==> config.mk <==
export PLATFORM = sky130hd
export DESIGN_NAME = rs_sched
export DESIGN_NICKNAME = d
export VERILOG_FILES = /design/src/rtl/rs_sched_pkg.sv /design/src/rtl/rs_sched_pick.sv /design/src/rtl/rs_sched.sv
export SDC_FILE = /design/constraint.sdc
export NUM_CORES = 1
export LEC_CHECK = 0
export BUFFER_PORTS_ARGS = -buffer_cell sky130_fd_sc_hd__buf_2
export CAP_MARGIN = 0
export CORE_MARGIN = 8
export CORE_UTILIZATION = 45
export CTS_CLUSTER_DIAMETER = 150
export DETAILED_ROUTE_END_ITERATION = 10
export PLACE_DENSITY = 0.78
export SYNTH_ARGS = -nofsm -noshare
export SYNTH_HDL_FRONTEND = slang
export SYNTH_HIERARCHICAL = 1
export SYNTH_SLANG_ARGS = --single-unit
==> constraint.sdc <==
create_clock -name clk -period 2.5 [get_ports clk]
set_input_delay 0.5 -clock clk [delete_from_list [all_inputs] [get_ports clk]]
set_output_delay 0.5 -clock clk [all_outputs]
set_load 0.02 [all_outputs]
==> src/rtl/rs_sched_pkg.sv <==
// Shared types for the reservation-station scheduler: entry state, robid and
// the registered issue-slot payload.
package rs_sched_pkg;

   localparam int ROB_ID_W       = 6;
   localparam int RS_NUM_ENTRIES = 8;
   localparam int RS_IDX_W       = $clog2(RS_NUM_ENTRIES);

   typedef logic [ROB_ID_W-1:0] t_rob_id;

   typedef enum logic [1:0] {
      RS_FREE,
      RS_VALID,
      RS_ISSUING
   } t_rs_ent_st;

   typedef struct packed {
      t_rob_id               robid;
      logic [RS_IDX_W-1:0]   entry;
   } t_rs_sched_iss;

endpackage

==> src/rtl/rs_sched_pick.sv <==
// One-of-N picker over an eligible vector: oldest-first via an age matrix when
// AGE_EN is set, otherwise fixed lowest-index priority.
module rs_sched_pick #(
   parameter int N      = 8,
   parameter bit AGE_EN = 1'b0
) (
   input  logic [N-1:0]        elig_i,
   input  logic [N-1:0][N-1:0] age_i,
   output logic [N-1:0]        pick_oh_o,
   output logic                pick_vld_o
);

   logic [N-1:0] cand;

   generate
      if (AGE_EN) begin : g_age
         // age_i[j][i] = 1 means j is older than i; drop i if any older j is eligible
         always_comb begin
            cand = elig_i;
            for (int i = 0; i < N; i++) begin
               for (int j = 0; j < N; j++) begin
                  if (elig_i[j] && age_i[j][i]) cand[i] = 1'b0;
               end
            end
         end
      end else begin : g_fixed
         logic unused_age;
         assign unused_age = ^age_i;
         assign cand       = elig_i;
      end
   endgenerate

   // lowest set bit also keeps the output one-hot if the age state ever ties
   assign pick_oh_o  = cand & (~cand + N'(1));
   assign pick_vld_o = |cand;

endmodule

==> src/rtl/rs_sched.sv <==
// Reservation-station scheduler: entry allocation, ready pick and a registered
// valid/ready issue port. Define RS_SCHED_AGE_PICK_EN for oldest-first pick.
module rs_sched
   import rs_sched_pkg::*;
#(
   parameter int NUM_ENTRIES = RS_NUM_ENTRIES,
   parameter int IDX_W       = $clog2(NUM_ENTRIES),
   parameter int CNT_W       = $clog2(NUM_ENTRIES + 1)
) (
   input  logic                   clk,
   input  logic                   reset,
   input  logic                   disp_valid_rs0,
   input  t_rob_id                disp_robid_rs0,
   output logic                   disp_ready_rs0,
   output logic [NUM_ENTRIES-1:0] e_alloc_rs0,
   input  logic [NUM_ENTRIES-1:0] e_srcs_ready_rs1,
   output logic                   iss_valid_rs1,
   output logic [IDX_W-1:0]       iss_entry_rs1,
   output t_rob_id                iss_robid_rs1,
   input  logic                   iss_ready_rs1,
   input  logic                   flush,
   output logic [CNT_W-1:0]       num_free
);

   t_rs_ent_st st_q [NUM_ENTRIES];
   t_rs_ent_st st_d [NUM_ENTRIES];
   t_rob_id    rob_q [NUM_ENTRIES];

   logic [NUM_ENTRIES-1:0] free_vec, valid_vec, issuing_vec, eligible;
   logic [NUM_ENTRIES-1:0] pick_oh;
   logic [NUM_ENTRIES-1:0][NUM_ENTRIES-1:0] age;
   logic [IDX_W-1:0]       pick_idx;
   logic                   pick_vld, pick_en, pick_fire, iss_fire, alloc;

   logic                   iss_valid_q, iss_valid_d;
   t_rs_sched_iss          iss_q, iss_d;
   logic [CNT_W-1:0]       num_free_q, num_free_d;

   // ---------------- dispatch / alloc ----------------
   assign disp_ready_rs0 = (|free_vec) & ~flush & ~reset;
   assign e_alloc_rs0    = (free_vec & (~free_vec + NUM_ENTRIES'(1)))
                           & {NUM_ENTRIES{disp_valid_rs0 & disp_ready_rs0}};
   assign alloc          = |e_alloc_rs0;

   always_ff @(posedge clk) begin
      if (reset) begin
         for (int i = 0; i < NUM_ENTRIES; i++) rob_q[i] <= '0;
      end else begin
         for (int i = 0; i < NUM_ENTRIES; i++)
            if (e_alloc_rs0[i]) rob_q[i] <= disp_robid_rs0;
      end
   end

   // ---------------- per-entry FSM ----------------
   always_ff @(posedge clk) begin
      if (reset) begin
         for (int i = 0; i < NUM_ENTRIES; i++) st_q[i] <= RS_FREE;
      end else begin
         st_q <= st_d;
      end
   end

   assign iss_fire  = iss_valid_q & iss_ready_rs1;
   assign pick_en   = (~iss_valid_q | iss_ready_rs1) & ~flush;
   assign pick_fire = pick_en & pick_vld;

   always_comb begin
      for (int i = 0; i < NUM_ENTRIES; i++) begin
         st_d[i] = st_q[i];
         case (st_q[i])
            RS_FREE:    if (e_alloc_rs0[i])              st_d[i] = RS_VALID;
            RS_VALID:   if (pick_fire && pick_oh[i])     st_d[i] = RS_ISSUING;
            RS_ISSUING: if (iss_fire)                    st_d[i] = RS_FREE;
            default:                                     st_d[i] = RS_FREE;
         endcase
         if (flush) st_d[i] = RS_FREE;
      end
   end

   always_comb begin
      for (int i = 0; i < NUM_ENTRIES; i++) begin
         free_vec[i]    = (st_q[i] == RS_FREE);
         valid_vec[i]   = (st_q[i] == RS_VALID);
         issuing_vec[i] = (st_q[i] == RS_ISSUING);
      end
   end

   assign eligible = valid_vec & e_srcs_ready_rs1;

   // ---------------- age tracking ----------------
`ifdef RS_SCHED_AGE_PICK_EN
   localparam bit AGE_EN = 1'b1;
   logic [NUM_ENTRIES-1:0][NUM_ENTRIES-1:0] age_q, age_d;

   always_comb begin
      age_d = age_q;
      for (int i = 0; i < NUM_ENTRIES; i++) begin
         if (e_alloc_rs0[i]) begin
            age_d[i] = '0;
            for (int j = 0; j < NUM_ENTRIES; j++)
               if (!free_vec[j]) age_d[j][i] = 1'b1;
         end
      end
      if (flush) age_d = '0;
   end

   always_ff @(posedge clk) begin
      if (reset) age_q <= '0;
      else       age_q <= age_d;
   end

   assign age = age_q;
`else
   localparam bit AGE_EN = 1'b0;
   assign age = '0;
`endif

   rs_sched_pick #(
      .N      (NUM_ENTRIES),
      .AGE_EN (AGE_EN)
   ) u_pick (
      .elig_i     (eligible),
      .age_i      (age),
      .pick_oh_o  (pick_oh),
      .pick_vld_o (pick_vld)
   );

   always_comb begin
      pick_idx = '0;
      for (int i = 0; i < NUM_ENTRIES; i++)
         if (pick_oh[i]) pick_idx = IDX_W'(i);
   end

   // ---------------- issue slot ----------------
   always_comb begin
      iss_valid_d = iss_valid_q;
      iss_d       = iss_q;
      if (flush) begin
         iss_valid_d = 1'b0;
      end else if (pick_en) begin
         iss_valid_d = pick_vld;
         if (pick_vld) begin
            iss_d.entry = RS_IDX_W'(pick_idx);
            iss_d.robid = rob_q[pick_idx];
         end
      end
   end

   always_ff @(posedge clk) begin
      if (reset) begin
         iss_valid_q <= 1'b0;
         iss_q       <= '0;
      end else begin
         iss_valid_q <= iss_valid_d;
         iss_q       <= iss_d;
      end
   end

   assign iss_valid_rs1 = iss_valid_q;
   assign iss_entry_rs1 = IDX_W'(iss_q.entry);
   assign iss_robid_rs1 = iss_q.robid;

   // ---------------- free count ----------------
   always_comb begin
      if (flush) num_free_d = CNT_W'(NUM_ENTRIES);
      else       num_free_d = num_free_q + CNT_W'(iss_fire) - CNT_W'(alloc);
   end

   always_ff @(posedge clk) begin
      if (reset) num_free_q <= CNT_W'(NUM_ENTRIES);
      else       num_free_q <= num_free_d;
   end

   assign num_free = num_free_q;

   // ---------------- invariants ----------------
   a_alloc_onehot0: assert property (@(posedge clk) disable iff (reset)
      $onehot0(e_alloc_rs0));
   a_one_issuing: assert property (@(posedge clk) disable iff (reset)
      $countones(issuing_vec) <= 1);
   a_iss_matches_state: assert property (@(posedge clk) disable iff (reset)
      iss_valid_q == ($countones(issuing_vec) == 1));
   a_free_no_underflow: assert property (@(posedge clk) disable iff (reset || flush)
      !(num_free_q == '0 && alloc && !iss_fire));
   a_free_no_overflow: assert property (@(posedge clk) disable iff (reset || flush)
      !(num_free_q == CNT_W'(NUM_ENTRIES) && iss_fire && !alloc));

endmodule

Yosys cells after proc, flatten, opt, wreduce, memory -nomap -nowiden
Memory sizes are Yosys's and may differ from the RTL's. A register that Yosys moved wholly into a read port is not among the register bits.
Index checks and enable logic that the tools add are counted.

storage, ports and cells
  register bits = 24
  RAM bits = 48
  bits of input ports = 19
  output and inout bits = 23
  logic and storage cells = 175
  memories kept = 1

operators by class
  add/subtract/negate cells = 4
  equality and inequality tests = 40
  multiplexer cells = 66
  bitwise gates (word level) = 24
  reduce and logical (&&, ||, !) cells = 29

memories
  name   words  width  rd ports  clocked after memory_dff  wr ports  line            source
  rob_q  8      6      1         1                         8         rs_sched.sv:27  t_rob_id rob_q [NUM_ENTRIES];

operator list
  operator                                             count
  2-to-1 mux 6 bit                                     8
  case mux 2 bit (3 select lines)                      8
  2-to-1 mux 2 bit                                     17
  bitwise AND 8 bit                                    4
  != test 2 x 1 -> 1 bit, second input constant        16
  2-to-1 mux 1 bit                                     27
  AND reduction 3 bit                                  9
  OR reduction 8 bit                                   3
  2-to-1 mux 3 bit                                     6
  adder 8 x 1 -> 8 bit, second input constant          2
  equality test 2 x 1 -> 1 bit, second input constant  8
  equality test 2 bit, second input constant           8
  zero test 2 bit                                      8
  != test 2 bit, second input constant                 8
  NOT 8 bit                                            2
  OR 1 bit                                             9
  logical AND 1 bit                                    8
  bitwise AND 1 bit                                    6
  adder 4 x 1 -> 4 bit                                 1
  subtractor 4 x 1 -> 4 bit                            1
  NOT 1 bit                                            3
  OR reduction 2 bit                                   1

Longest topological paths before layout
Gate-level depths: netlist of run 1.

  depth in word-level cells = 12
  gate-level depth with buffers = 10
  depth with buffers taken out = 10

Hierarchy
Netlist of run 1, hierarchy kept.

modules (own cells, without submodules)
  module         times used  cells an instance  area each (µm²)  seq. area each (µm²)
  rs_sched       1           359                3,751.1          2,042.0
  rs_sched_pick  1           12                 96.3             0.0

Worst setup path before layout of run 1
Ideal clock, no wire load.

  path kind = input port to flip-flop
  from = input port e_srcs_ready_rs1[3]
  to = register, netlist name iss_robid_rs1[4]
  library setup time = 0.079 ns
  data arrival time = 2.406 ns
  required time = 2.421 ns
  setup slack = 0.015 ns
  stages = 6
  buffers on the path = 0
  cell sequence = and3b_1 -> nor4b_1 -> nor2_1 -> o31ai_1 -> o311ai_0 -> o211ai_1

on the way
  cells in the longest elaborated chain, start to end = 9
  elaborated cells on any way between the ends = 11
  classes of those cells = 1 x add/sub; 5 x mux; 3 x bitwise; 2 x reduce/logical

RTL lines
  what                               line                 source
  start: declaration                 rs_sched.sv:16       input logic [NUM_ENTRIES-1:0] e_srcs_ready_rs1,
  bitwise AND 8 bit (*)              rs_sched.sv:88       assign eligible = valid_vec & e_srcs_ready_rs1;
  NOT 8 bit                          rs_sched_pick.sv:34  assign pick_oh_o = cand & (~cand + N'(1));
  adder 8 x 1 -> 8 bit               rs_sched_pick.sv:34
  bitwise AND 8 bit (*)              rs_sched_pick.sv:34
  named net pick_oh[3]               rs_sched.sv:30       logic [NUM_ENTRIES-1:0] pick_oh;
  2-to-1 mux 3 bit (*) (5 in a row)  rs_sched.sv:131      if (pick_oh[i]) pick_idx = IDX_W'(i);

The timed path passes the listed nets; every way through them passes the cells marked *.
A chain may end at the register's enable or synchronous reset.

Worst setup path after layout of run 1
  from = register st_q[4] (netlist name)
  to = output port e_alloc_rs0[4]

on the way
  cells in the longest elaborated chain, start to end = 6

RTL lines
  what                            line            source
  start: declaration              rs_sched.sv:25  t_rs_ent_st st_q [NUM_ENTRIES];
  start signal: assignment        rs_sched.sv:59  st_q <= st_d;
  zero test 2 bit                 rs_sched.sv:82  free_vec[i] = (st_q[i] == RS_FREE);
  OR reduction 8 bit              rs_sched.sv:40  assign disp_ready_rs0 = (|free_vec) & ~flush & ~reset;
  bitwise AND 1 bit (2 in a row)  rs_sched.sv:40
  bitwise AND 1 bit               rs_sched.sv:42  & {NUM_ENTRIES{disp_valid_rs0 & disp_ready_rs0}};
  bitwise AND 8 bit               rs_sched.sv:42
  end: declaration                rs_sched.sv:15  output logic [NUM_ENTRIES-1:0] e_alloc_rs0,

Every way passes these cells.

==> results of run 1 <==
-- sequential cells by signal, indices dropped and copies added, names as in the netlist --
register / cells
rob_q: 48
st_q: 16
num_free: 4
iss_valid_rs1: 1
iss_robid_rs1: 6
iss_entry_rs1: 3
-- worst paths after layout --
path | from | to
worst min register to register | iss_robid_rs1[0] | iss_robid_rs1[0]
worst max-delay path | st_q[4] | e_alloc_rs0[4]
worst max register to register | st_q[9] | iss_robid_rs1[3]
worst min-delay path | iss_robid_rs1[0] | iss_robid_rs1[0]
-- worst register-to-register path: stages (launching register included) --
cell and delay (ns):
dfxtp_1 0.41, and3b_1 0.24, nor4_4 0.32, and2_2 0.26, buf_4 0.16, nor4_4 0.05, or4_4 0.46, a311o_1 0.31
o211ai_1 0.09
-- placed cells by master, fill, tap and decap left out, drive strengths merged, types with 3 or more instances in the layout --
| cell | count |
|---|---|
| clkbuf | 10 |
| nand2 | 17 |
| nand3 | 10 |
| o211ai | 6 |
| o31ai | 5 |
| nor2b | 5 |
| edfxtp | 48 |
| nand2b | 19 |
| dfxtp | 30 |
| nand4b | 4 |
| and3 | 3 |
| a311o | 4 |
| or3b | 4 |
| nor2 | 70 |
| and2 | 3 |
| ha | 4 |
| o22ai | 4 |
| nor4 | 8 |
| or4 | 3 |
| clkinv | 3 |
| a211oi | 11 |
| nand4 | 5 |
| buf | 78 |
| inv | 24 |
| a21oi | 19 |
| o31a | 3 |
| nand3b | 7 |
| and4 | 8 |
| o221ai | 6 |
-- power groups by stage --
stage               Combinational (mW)  Clock [mW]  Sequential (mW)
detailed placement               0.133           0             1.45
floorplan                       0.0736           0             1.45
global placement                 0.128           0             1.45
CTS                              0.134        1.06             1.42
global route                     0.146        1.11             1.43
finish                           0.134        1.06             1.42
-- metal layers --
| layer | up-vias | share of wire | GRT usage |
|---|---|---|---|
| met2 | 132 | 0.48 | 0.286 |
| li1 | 1519 | - | - |
| met3 | 20 | 0.066 | 0.0291 |
| met5 | - | 0 | 0 |
| met1 | 1523 | 0.43 | 0.223 |
| met4 | 0 | 0.024 | 0.0890 |
-- area by class of cell --
class | instances | area [um^2] | share of cell area
timing repair buffer | 78 | 489 | 0.105
clock inverter | 6 | 85.1 | 0.0182
sequential | 78 | 2040 | 0.438
clock buffer | 10 | 138 | 0.0295
inverter | 24 | 90.1 | 0.0193
tap | 105 | 131 | 0.0281
multi-input combinational | 255 | 1690 | 0.363
-- what timing repair did --
item,in CTS,in global routing
gates cloned,0,0
gates resized for setup,1,15
pin swaps,0,1
endpoints found under the setup margin,4,19
setup buffers,1,2
hold buffers,0,0
==> results.sh, run 1 <==
export IMPL_r2r_slack_ns=0.12
export IMPL_powerDensity_mw_per_mm2=560
export IMPL_max_vdd_ir_drop_uv=278
export IMPL_dieArea_mm2=0.0118
export IMPL_cp_start_kind="flop"
export IMPL_antenna_left=0
export IMPL_fmax_mhz=409
export IMPL_grt_pass1_vias=3078
export IMPL_die_y_um=108
export IMPL_clkTransAtPathRegs_ns=0.08
export IMPL_placed_area_mm2=0.00438
export IMPL_clk_path_buf_depth=2
export IMPL_skew_ns=0.0134
export IMPL_root_buffer="clkbuf_8"
export IMPL_n_antenna_cell=0
export IMPL_fin_ws_ns=0.0555
export IMPL_numCtsBuffers=9
export IMPL_grt_first_pass_wirelength_um=15900
export IMPL_leakagePower_nw=1.83
export IMPL_final_cells=556
export IMPL_finalHoldViolations=0
export IMPL_cts_sinks=78
export IMPL_p_sw_frac=0.220
export IMPL_max_stage_delay_ns=0.58
export IMPL_drv_cap=0
export IMPL_cts_tree="yes"
export IMPL_min_delay_path_class="flop to flop"
export IMPL_grt_usage=0.177
export IMPL_final_area_mm2=0.00467
export IMPL_fin_crit_ns=2.44
export IMPL_final_util=0.565
export IMPL_n_fill_cell=725
export IMPL_p_int_mw=2.04
export IMPL_path_cells="nor2_1 > buf_4 > or4_4 > nand4b_4 > inv_1 > buf_2"
export IMPL_power_total_mw=2.62
export IMPL_worstSkewPairLatency_ns=0.37
export IMPL_slew_headroom=0.382
export IMPL_drv_slew=0
export IMPL_critPathTopFamily="simple AND/OR/NAND/NOR gates"
export IMPL_tightestPinTransition_ns=0.924
export IMPL_whs_ns=0.489
export IMPL_clkPwrFrac=0.404
export IMPL_p_comb_frac=0.051
export IMPL_worstPathRequired_ns=2.00
export IMPL_nets=470
export IMPL_finalSetupViolations=0
export IMPL_overflow=0
export IMPL_dp_cells=537
export IMPL_synth_area_mm2=0.00384
export IMPL_rows=33
export IMPL_yosys_warnings=6
export IMPL_reg2regPathDepth=8
export IMPL_criticalPathCategory="flop to primary output"
export IMPL_cp_max_fo=5
export IMPL_drt_vias_per_instance=5.74
export IMPL_core_area_mm2=0.00826
export IMPL_critPathArrivalTime_ns=1.94
export IMPL_post_route_period_util=0.978
export IMPL_path_buf_inv=3
export IMPL_wl_per_cell_um=18.1
export IMPL_drc_errors=0
export IMPL_grt_start_max_net_pins=25
export IMPL_place_congestion=0.880
export IMPL_drive_gt1_frac=0.268
export IMPL_slowest_stage="or4_4"
export IMPL_io_buffers=41
export IMPL_syn2layout_area_growth_pct=21.5
export IMPL_drtIter0Drc=231
export IMPL_min_path_cells=2
export IMPL_power_frac_seq=0.544
export IMPL_fp_dieW_um=108
export IMPL_antenna_found_initial=0
export IMPL_syn_inst=370
export IMPL_status="complete, no violations"
export IMPL_switchingPower_mw=0.575
export IMPL_setup_tns_ns=0
export IMPL_wl_um=10100
export IMPL_synth_area_per_cell_um2=10.4
export IMPL_vias=3194
export IMPL_start_util=0.465
export IMPL_worstSetupEndpointType="primary output"
export IMPL_worstSetupPathDepth=6
export IMPL_dp_slack_ns=-0.155
export IMPL_htreeDepth=3
export IMPL_place_hpwl_um=7510
export IMPL_synth_nets=394
export IMPL_ioPinCount=42
export IMPL_firstDrtPassIters=5
No activity file was read; power rests on OpenSTA's default activity.
==> inputs of run 2 (changes only) <==
--- a/config.mk
+++ b/config.mk
@@ -5,13 +5,14 @@
 export SDC_FILE = /design/constraint.sdc
 export NUM_CORES = 1
 export LEC_CHECK = 0
+export ABC_AREA = 1
 export BUFFER_PORTS_ARGS = -buffer_cell sky130_fd_sc_hd__buf_2
 export CAP_MARGIN = 0
 export CORE_MARGIN = 8
-export CORE_UTILIZATION = 45
+export CORE_UTILIZATION = 40
 export CTS_CLUSTER_DIAMETER = 150
 export DETAILED_ROUTE_END_ITERATION = 10
-export PLACE_DENSITY = 0.78
+export PLACE_DENSITY = 0.72
 export SYNTH_ARGS = -nofsm -noshare
 export SYNTH_HDL_FRONTEND = slang
 export SYNTH_HIERARCHICAL = 1
==> run 2 against run 1 <==
Compared with the run above:
- via count up 6.3%
- non-clock buffer count down 16
- final cell count up 25%
- critical endpoint is now e_alloc_rs0[0]
==> results.sh, run 2 <==
export IMPL_root_buffer="clkbuf_8"
export IMPL_grtUsageMet3=0.0412
export IMPL_syn2layout_area_growth_pct=18.6
export IMPL_n_fill_cell=964
export IMPL_power_total_mw=2.41
export IMPL_tightestPinTransition_ns=0.735
export IMPL_final_common_cell="inv_1"
export IMPL_fin_ws_ns=0.0519
export IMPL_htreeDepth=3
export IMPL_overflow=0
export IMPL_grt_usage=0.149
export IMPL_drt_vias_per_instance=4.90
export IMPL_dp_slack_ns=0.0896
export IMPL_finalSetupViolations=0
export IMPL_criticalPathCategory="flop to primary output"
export IMPL_max_vdd_ir_drop_uv=291
export IMPL_largest_reg_flops=48
export IMPL_grt_pass1_vias=3389
export IMPL_die_y_um=116
export IMPL_vias=3394
export IMPL_start_util=0.409
export IMPL_cts_sinks=78
export IMPL_cp_max_fo=9
export IMPL_drtIter0Drc=204
export IMPL_antenna_left=0
export IMPL_grt_util_met2=0.262
export IMPL_cts_tree="yes"
export IMPL_wl_um=9440
export IMPL_syn_inst=496
export IMPL_min_delay_path_class="input pin to flop"
export IMPL_synth_area_per_cell_um2=8.03
export IMPL_clk_path_buf_depth=2
export IMPL_fin_crit_ns=2.45
export IMPL_grt_first_pass_wirelength_um=15600
export IMPL_io_buffers=41
export IMPL_worstSetupEndpointType="primary output"
export IMPL_finalHoldViolations=0
export IMPL_max_stage_delay_ns=0.37
export IMPL_drv_cap=0
export IMPL_path_buf_inv=4
export IMPL_leakagePower_nw=2.30
export IMPL_dp_cells=669
export IMPL_skew_ns=0.0104
export IMPL_slowest_stage="dfxtp_4"
export IMPL_slew_headroom=0.509
export IMPL_cts_hold_fix_buffers=0
export IMPL_final_cells=693
export IMPL_setup_tns_ns=0
export IMPL_dieArea_mm2=0.0134
export IMPL_numCtsBuffers=9
export IMPL_fmax_mhz=408
export IMPL_status="complete, no violations"
export IMPL_powerDensity_mw_per_mm2=509
export IMPL_nets=579
export IMPL_clkTransAtPathRegs_ns=0.08
export IMPL_worstSkewPairLatency_ns=0.36
export IMPL_r2r_slack_ns=0.17
export IMPL_drive_gt1_frac=0.211
export IMPL_drc_errors=0
export IMPL_firstDrtPassIters=5
export IMPL_fp_dieW_um=116
export IMPL_grt_util_met1=0.165
export IMPL_drv_slew=0
export IMPL_grt_start_max_net_pins=26
export IMPL_top_register="rob_q"
export IMPL_n_antenna_cell=0
export IMPL_core_area_mm2=0.00973
export IMPL_post_route_period_util=0.979
export IMPL_critPathArrivalTime_ns=1.95
export IMPL_path_cells="nor2_4 > nor2_4 > nand2_4 > nor3_4 > nand2_2 > nand3_4 > clkinv_4 > buf_12 > nand2_4 > inv_1 > buf_2"
export IMPL_rsz0062_at_grt="yes"
export IMPL_synth_area_mm2=0.00398
export IMPL_cp_start_kind="flop"
export IMPL_synth_nets=520
export IMPL_antenna_found_initial=0
export IMPL_place_congestion=0.765
export IMPL_yosys_warnings=6
export IMPL_place_hpwl_um=6950
export IMPL_layout_common_cells="inv_1, nand2_1, nor2_1"
export IMPL_worstPathRequired_ns=2.00
export IMPL_ioPinCount=42
export IMPL_wl_per_cell_um=13.6
export IMPL_rows=36
export IMPL_busiest_layer="met2"
export IMPL_final_util=0.486
export IMPL_critPathTopFamily="simple AND/OR/NAND/NOR gates"
-- run 2: cell type report --
type	instances	area, um^2	area share
flip-flops and latches	78	2060	0.436
multi-input cells	303	1540	0.325
repair buffers	62	403	0.0853
inverters	101	384	0.0813
well taps	133	166	0.0352
clock buffers	10	138	0.0291
clock inverters	6	37.5	0.00794
-- run 2: worst paths after layout --
path	cells past startpoint	from	end
max	11	st_q[10]	e_alloc_rs0[0]
min	3	flush	iss_valid_rs1
max reg2reg	16	st_q[10]	num_free[3]
min reg2reg	2	iss_valid_rs1	iss_valid_rs1
-- run 2: repair_timing --
| item | 4_1_cts | 5_1_grt |
|---|---|---|
| setup endpoints to repair | 5 | 16 |
| pin swaps | 1 | 5 |
| gates resized for setup | 3 | 22 |
| buffers inserted | 1 | 8 |
| hold endpoints to repair | 0 | 0 |
-- run 2: through the flow --
stage / cell area, um^2 / hold WS, ns
floorplan: 3980 / 0.515
global placement: 4410 / 0.497
detailed placement: 4410 / 0.506
CTS: 4590 / 0.501
global route: 4720 / 0.502
finish: 4720 / 0.505
-- run 2: layer usage --
layer	part of all wire	vias up
li1	-	1685
met1	0.41	1573
met2	0.51	116
met3	0.061	20
met4	0.019	0
met5	0	-
-- run 2: power by group --
group | total, mW | internal [mW] | switching, mW
clock network | 0.845 | 0.382 | 0.463
logic | 0.145 | 0.0473 | 0.0974
registers | 1.42 | 1.40 | 0.0148
-- run 2: worst min-delay path, stage by stage --
cell and delay, ns:
buf_2 0.11, o21ai_0 0.08, a21oi_1 0.13
